<file path="src/rtl/linear_network_gather_seq.sv">
// Many-to-one gather chain: each node injects tagged packets into a registered chain draining
// toward node 0. Transit traffic has priority; a local request refused STARVE_LIMIT times wins.
module linear_network_gather_seq #(
  parameter int DATA_WIDTH    = 32,
  parameter int NUM_NODE      = 4,
  parameter int COMMAND_WIDTH = $clog2(NUM_NODE),
  parameter int STARVE_LIMIT  = 4
) (
  input  logic                           clk,
  input  logic                           rst,
  input  logic                           i_en,
  input  logic [NUM_NODE-1:0]            i_valid,
  input  logic [NUM_NODE*DATA_WIDTH-1:0] i_data_bus,
  output logic [NUM_NODE-1:0]            o_ready,
  output logic                           o_valid,
  output logic [DATA_WIDTH-1:0]          o_data_bus,
  output logic [COMMAND_WIDTH-1:0]       o_src
);

  localparam int WAIT_WIDTH = $clog2(STARVE_LIMIT + 1);
  localparam logic [WAIT_WIDTH-1:0] WAIT_MAX = WAIT_WIDTH'(STARVE_LIMIT);
  localparam logic [WAIT_WIDTH-1:0] WAIT_ONE = WAIT_WIDTH'(1);

  logic [NUM_NODE-1:0]      r_v;
  logic [DATA_WIDTH-1:0]    r_data [NUM_NODE];
  logic [COMMAND_WIDTH-1:0] r_src  [NUM_NODE];
  logic [WAIT_WIDTH-1:0]    r_wait [NUM_NODE];

  logic                     w_en;
  logic [NUM_NODE-1:0]      w_up_v;
  logic [NUM_NODE-1:0]      w_free;
  logic [NUM_NODE-1:0]      w_take_up;
  logic [NUM_NODE-1:0]      w_ready;
  logic [NUM_NODE-1:0]      w_accept;
  logic [DATA_WIDTH-1:0]    w_up_data [NUM_NODE];
  logic [COMMAND_WIDTH-1:0] w_up_src  [NUM_NODE];

  // Reset also blocks any handshake so o_ready reads 0 while rst is high.
  assign w_en     = i_en & ~rst;
  assign w_up_v   = {1'b0, r_v[NUM_NODE-1:1]};
  assign w_accept = i_valid & w_ready;

  for (genvar k = 0; k < NUM_NODE; k++) begin : g_up
    if (k < NUM_NODE - 1) begin : g_mid
      assign w_up_data[k] = r_data[k+1];
      assign w_up_src[k]  = r_src[k+1];
    end else begin : g_far
      assign w_up_data[k] = '0;
      assign w_up_src[k]  = '0;
    end
  end

  // Vacancy ripples upward from the output: node k drains only if node k-1 pulls from it.
  always_comb begin
    logic drain;
    logic free;
    logic urgent;
    logic take;
    w_free    = '0;
    w_take_up = '0;
    w_ready   = '0;
    drain     = w_en;
    for (int k = 0; k < NUM_NODE; k++) begin
      urgent       = (r_wait[k] == WAIT_MAX);
      free         = w_en & (~r_v[k] | drain);
      take         = free & w_up_v[k] & ~(i_valid[k] & urgent);
      w_free[k]    = free;
      w_take_up[k] = take;
      w_ready[k]   = free & (~w_up_v[k] | urgent);
      drain        = take;
    end
  end

  // Stage registers and per-node starvation counters.
  always_ff @(posedge clk or posedge rst) begin
    if (rst) begin
      r_v <= '0;
      for (int k = 0; k < NUM_NODE; k++) begin
        r_data[k] <= '0;
        r_src[k]  <= '0;
        r_wait[k] <= '0;
      end
    end else begin
      for (int k = 0; k < NUM_NODE; k++) begin
        if (w_take_up[k]) begin
          r_v[k]    <= 1'b1;
          r_data[k] <= w_up_data[k];
          r_src[k]  <= w_up_src[k];
        end else if (w_accept[k]) begin
          r_v[k]    <= 1'b1;
          r_data[k] <= i_data_bus[k*DATA_WIDTH +: DATA_WIDTH];
          r_src[k]  <= COMMAND_WIDTH'(k);
        end else if (w_free[k]) begin
          r_v[k]    <= 1'b0;
        end
        if (w_en) begin
          if (i_valid[k] & ~w_ready[k]) begin
            if (r_wait[k] != WAIT_MAX) begin
              r_wait[k] <= r_wait[k] + WAIT_ONE;
            end
          end else begin
            r_wait[k] <= '0;
          end
        end
      end
    end
  end

  assign o_ready    = w_ready;
  assign o_valid    = r_v[0] & w_en;
  assign o_data_bus = o_valid ? r_data[0] : '0;
  assign o_src      = o_valid ? r_src[0] : '0;

endmodule

</file>
<file path="config.mk">
export PLATFORM = sky130hd
export DESIGN_NAME = linear_network_gather_seq
export DESIGN_NICKNAME = d
export VERILOG_FILES = /design/src/rtl/linear_network_gather_seq.sv
export SDC_FILE = /design/constraint.sdc
export NUM_CORES = 1
export LEC_CHECK = 0
export CAP_MARGIN = 5
export CORE_MARGIN = 4
export CORE_UTILIZATION = 30
export CTS_BUF_LIST = sky130_fd_sc_hd__clkbuf_16
export DETAILED_ROUTE_END_ITERATION = 8
export PLACE_DENSITY_LB_ADDON = 0.05
export SLEW_MARGIN = 20
export SYNTH_ARGS = -nofsm -noshare
export SYNTH_HDL_FRONTEND = slang
export SYNTH_SLANG_ARGS = --single-unit
</file>
<file path="constraint.sdc">
create_clock -name clk -period 6.2 [get_ports clk]
set_input_delay 1.86 -clock clk [delete_from_list [all_inputs] [get_ports clk]]
set_output_delay 1.86 -clock clk [all_outputs]
set_load 0.02 [all_outputs]
</file>
# After elaboration in Yosys (flattened, before gate mapping)
# Cells that the tools add are included.
totals:
  register_bits: 148
  latch_bits: 0
  mem_bits_rw: 0
  mem_bits_ro: 0
  inputBits: 135
  out_inout_bits: 39
  word_cells: 108
  mem_count: 0
op_classes:
  add_sub_neg: 3
  mul: 0
  div_mod_pow: 0
  order_cmp: 0
  eq_ne: 9
  n_shift: 0
  muxes: 31
  bitwise_logic: 40
  n_reduce_logical: 10
ops:
  columns: ["operator", "count"]
  rows:
  - ["$mux W32", 7]
  - ["$and A1 B1 Y1", 21]
  - ["$mux W3", 6]
  - ["$mux W2", 7]
  - ["$mux W1", 11]
  - ["$not A1 Y1", 11]
  - ["$add A3 B1 Y3 const B", 3]
  - ["$eq A3 B3 Y1 const B", 3]
  - ["$ne A3 B3 Y1 const B", 3]
  - ["$reduce_bool A3 Y1", 3]
  - ["$reduce_bool A2 Y1", 4]
  - ["$or A1 B1 Y1", 7]
  - ["$ne A2 B1 Y1 const B", 3]
  - ["$reduce_and A2 Y1", 3]
  - ["$and A4 B4 Y4", 1]

# Depth between registers and ports, before layout
logic_depth:
  ltp_word: 19
  ltp_mapped: 9
  ltp_nobuf: 7

# Worst setup path before layout
# Ideal clock, no wire load.
synth_timing:
  path_type: "input-to-output"
  from: "in i_en"
  to: "out o_data_bus[15]"
  t_arrival_ns: 2.900
  required_time_ns: 4.340
  setup_slack_ns: 1.440
  cell_stages: 5
  n_path_buf: 3
  path_cell_list: "nor2b_1 buf_2 clkbuf_1 clkbuf_1 and3_1"
synth_between:
  elab_chain_cells: 3
synth_lines:
  columns: ["item", "line_no", "rtl"]
  rows:
  - ["start: declaration", "11", "input logic i_en,"]
  - ["$and A1 B1 Y1", "39", "assign w_en = i_en & ~rst;"]
  - ["$and A1 B1 Y1", "110", "assign o_valid = r_v[0] & w_en;"]
  - ["$mux W32", "111", "assign o_data_bus = o_valid ? r_data[0] : '0;"]
  - ["end: declaration", "16", "output logic [DATA_WIDTH-1:0] o_data_bus,"]
# Every way passes these cells.

# Final worst setup path
layout_timing:
  from: "in rst"
  to: "out o_data_bus[4]"
layout_between:
  elab_chain_cells: 4
layout_lines:
  columns: ["item", "line_no", "rtl"]
  rows:
  - ["start: declaration", "10", "input logic rst,"]
  - ["$not A1 Y1", "39", null]
  - ["$and A1 B1 Y1", "39", null]
  - ["$and A1 B1 Y1", "110", null]
  - ["$mux W32", "111", null]
# Every way passes these cells.

==> metrics.csv <==
stage;metric;value;unit
run_status;outcome;finished clean;
synth;Avg Inst Size Synth;11.35;um2
synth;largest area contributor in the netlist;dfrtp_1;
sta;Least-Margin Pin Slew;1.119;ns
sta;final clock period utilization by the worst path;93.40;%
synth;Synth Cell Area;6898;um2
setup_path;CP Class;input port to output pin;
synth;#FFs+latches synth;148;
grt;All-Layer GR Usage;15.90;%
worst_hold_path;Hold Path Depth;2;
power_and_ir_drop;Leak;4.236;nW
drt;DRC errors left;0;
synth;Ys Warns;0;
synth;top area cells in the synthesized netlist;dfrtp_1 54%, mux2i_1 9.3%, mux2_4 6.5%, and3_1 6.1%, a221o_1 4.6%;
power_and_ir_drop;Overall Power;3.917;mW
clock_tree;CTS tree;yes;
grt;initial antenna violation count;2;
synth;ys flop type;dfrtp_1;
sta;FMAX;172.7;MHz
sta;RSZ-0062 raised after global routing;false;
synth;sequential area share after synthesis;53.69;%
setup_path;Critical Path RT;4.34;ns
clock_tree;CTS root buffer;clkbuf_16;
worst_hold_path;HP Start;r_data[111]$_DFFE_PP0P_;
floorplanning;die height;159.6;um
floorplanning;Die Width;159.6;um
floorplanning;row count;55;
drt;Pre-antenna DRT Iters;4;
clock_tree;Post-CTS Repair Setup Buffers;0;
setup_path;Arrival @ worst endpoint;3.93;ns
sta;Period minus WS final;5.791;ns
setup_path;Critical R2R Launch;r_wait[9]$_DFFE_PP0P_;
drt;DRT iter0 DRCs;245;
setup_path;crit path launch type;input port;
setup_path;Reg2Reg Depth;8;
clock_tree;H-tree depth;4;
cells_and_area;ant diodes;0;
synth;most frequent cells after synthesis;148 x dfrtp_1, 67 x and3_1, 64 x mux2i_1;
clock_tree;hold buffer count at CTS;0;
floorplanning;Die ar.;25480;um2
clock_tree;post_cts resized;0;
synth;Post-synth EDFFs;0;
grt;total gr overflow;0;
synth;Synth async-reset ratio;100.0;%
clock_tree;clock sinks;148;
setup_path;critical path's largest stage delay;0.61;ns
setup_path;Worst R2R Setup Slack;3.51;ns
synth;cell with the most instances after synthesis;dfrtp_1;
sta;Slew Limit Fails;0;
sta;Worst slew margin;25.39;%
placed_design;RePlAce Congestion;0.7711;
setup_path;CP Capture Type;output pin;
synth;Unique masters post-synth;43;
sta;Clock Skews;0.01067;ns
clock_tree;CTS Buf Count;17;
drt;post-route ant nets;0;
worst_hold_path;worst hold endpoint;r_data[111]$_DFFE_PP0P_;
power_and_ir_drop;PwrDens;410.4;nW/um2
clock_tree;worst skew pair latency;0.42;ns
drt;Total Wirelength;20170;um
drt;drt via density;4.804;
placed_design;Post-DP HPWL;14760;um
clock_tree;CTS Buffer Depth;2;
setup_path;reg2reg end;r_data[14]$_DFFE_PP0P_;
cells_and_area;P&R area growth vs syn;38.36;%
worst_hold_path;HP Class;flip-flop to flip-flop;
cells_and_area;layout cells sized above 1;11.17;%
setup_path;slowest CP cell;clkdlybuf4s50_1;
setup_path;critical-path cell list;clkdlybuf4s50_1, nor2b_4, buf_4, and3_1, clkdlybuf4s50_1;
grt;vias in the first global route;5441;
setup_path;Max FO, Critical Path;25;
sta;Final TNS setup;0;ns
synth;top-area cell type share of the netlist area;53.69;%
grt;largest net degree at the start of global routing;72;
grt;global-route wire length before repair;31670;um
setup_path;cell mode on critical path;clkdlybuf4s50_1;
floorplanning;initial core utilization;30.47;%
floorplanning;IO Pins;174;
placed_design;port bufs;173;
drt;wire per inst;18.96;um
power_and_ir_drop;maximum vdd ir drop;0.1832;mV
synth;Synthesized Nets;749;
sta;Final Hold Fails;0;
sta;Final Setup Violations;0;
clock_tree;clock-pin transition on the worst setup and hold timing paths;0.06;ns
floorplanning;Core ar.;22640;um2
flow_run;max-capacitance violation count;0;
drt;total number of vias;5111;
cells_and_area;fin nets;908;
synth;Synth Instances;608;
-- final cells by class --
type	count	area [um2]
Inverter	11	46.29
Sequential cell	148	3704
Multi-Input combinational cell	403	2997
Clock buffer	17	425.4
Tap cell	285	356.6
Timing Repair Buffer	186	1829
Fill cell	2150	13100
Clock inverter	14	186.4
-- layer usage --
| metal | vias up | global-route usage [%] | share of wire (%) |
|---|---|---|---|
| li1 | 2520 | - | - |
| met1 | 2449 | 22.87 | 49 |
| met2 | 125 | 23.68 | 44 |
| met3 | 13 | 4.877 | 5.5 |
| met4 | 4 | 3.432 | 0.71 |
| met5 | - | 0 | 0.13 |
-- how the worst max path moves through the flow --
stage,start,endpoint,slack (ns),depth (start not counted)
after global routing,rst,o_data_bus[23],0.25,5
after global placement,rst,o_data_bus[1],0.43,5
after CTS,rst,o_data_bus[4],0.39,5
final,rst,o_data_bus[4],0.41,5
after floorplan,rst,r_data[0]$_DFFE_PP0P_,0.36,1
after detailed placement,rst,o_ready[3],0.40,6
-- metrics by stage --
stage          util (%)  hold slack [ns]  cell area (um2)  cells  setup slack [ns]
2_1_floorplan         -           0.4418             6898    608            0.3603
3_3_place_gp      39.45           0.4555             8932   1033            0.4317
3_5_place_dp      39.45           0.4635             8932   1033            0.3975
4_1_cts           42.16           0.4781             9544   1064            0.3935
5_1_grt           42.16           0.4970             9544   1064            0.2471
6_report          42.16           0.4733             9544   1064            0.4093
-- cells by family after synthesis --
group / share of synthesized area (%)
AND/OR/NAND/NOR: 12.46
buffers and inverters: 3.882
multiplexers: 16.47
AO/OA/AOI/OAI: 12.41
adder cells (fa/ha/maj): 1.088
flip-flops: 53.69
-- flip-flops by register name, indices dropped and copies added (netlist names) --
signal	cells
r_v	4
r_wait	9
r_src	7
r_data	128
-- report_power, final --
group,leakage [nW],internal (mW),switching (mW)
clock network,0.293,0.670,0.410
logic,2.21,0.616,0.521
registers,1.74,1.38,0.315
-- worst max-delay path: cells and delay by family --
kind,cells,cell delay (ns)
buf+inv,3,1.49
simple gates,2,0.57
-- cells in the final DEF (no fill, tap or decap), drive strengths merged, types with 3 or more instances in the layout --
| cell type | count |
|---|---|
| bufinv | 4 |
| mux2i | 64 |
| and3 | 67 |
| mux2 | 34 |
| clkdlybuf4s50 | 173 |
| clkbuf | 17 |
| o21ai | 41 |
| nand3 | 5 |
| nand2 | 44 |
| a22o | 5 |
| a21oi | 35 |
| nor2 | 44 |
| ha | 6 |
| inv | 14 |
| buf | 13 |
| a221o | 32 |
| clkinvlp | 4 |
| dfrtp | 148 |
| clkinv | 3 |
No activity file was read; power rests on OpenSTA's default activity.
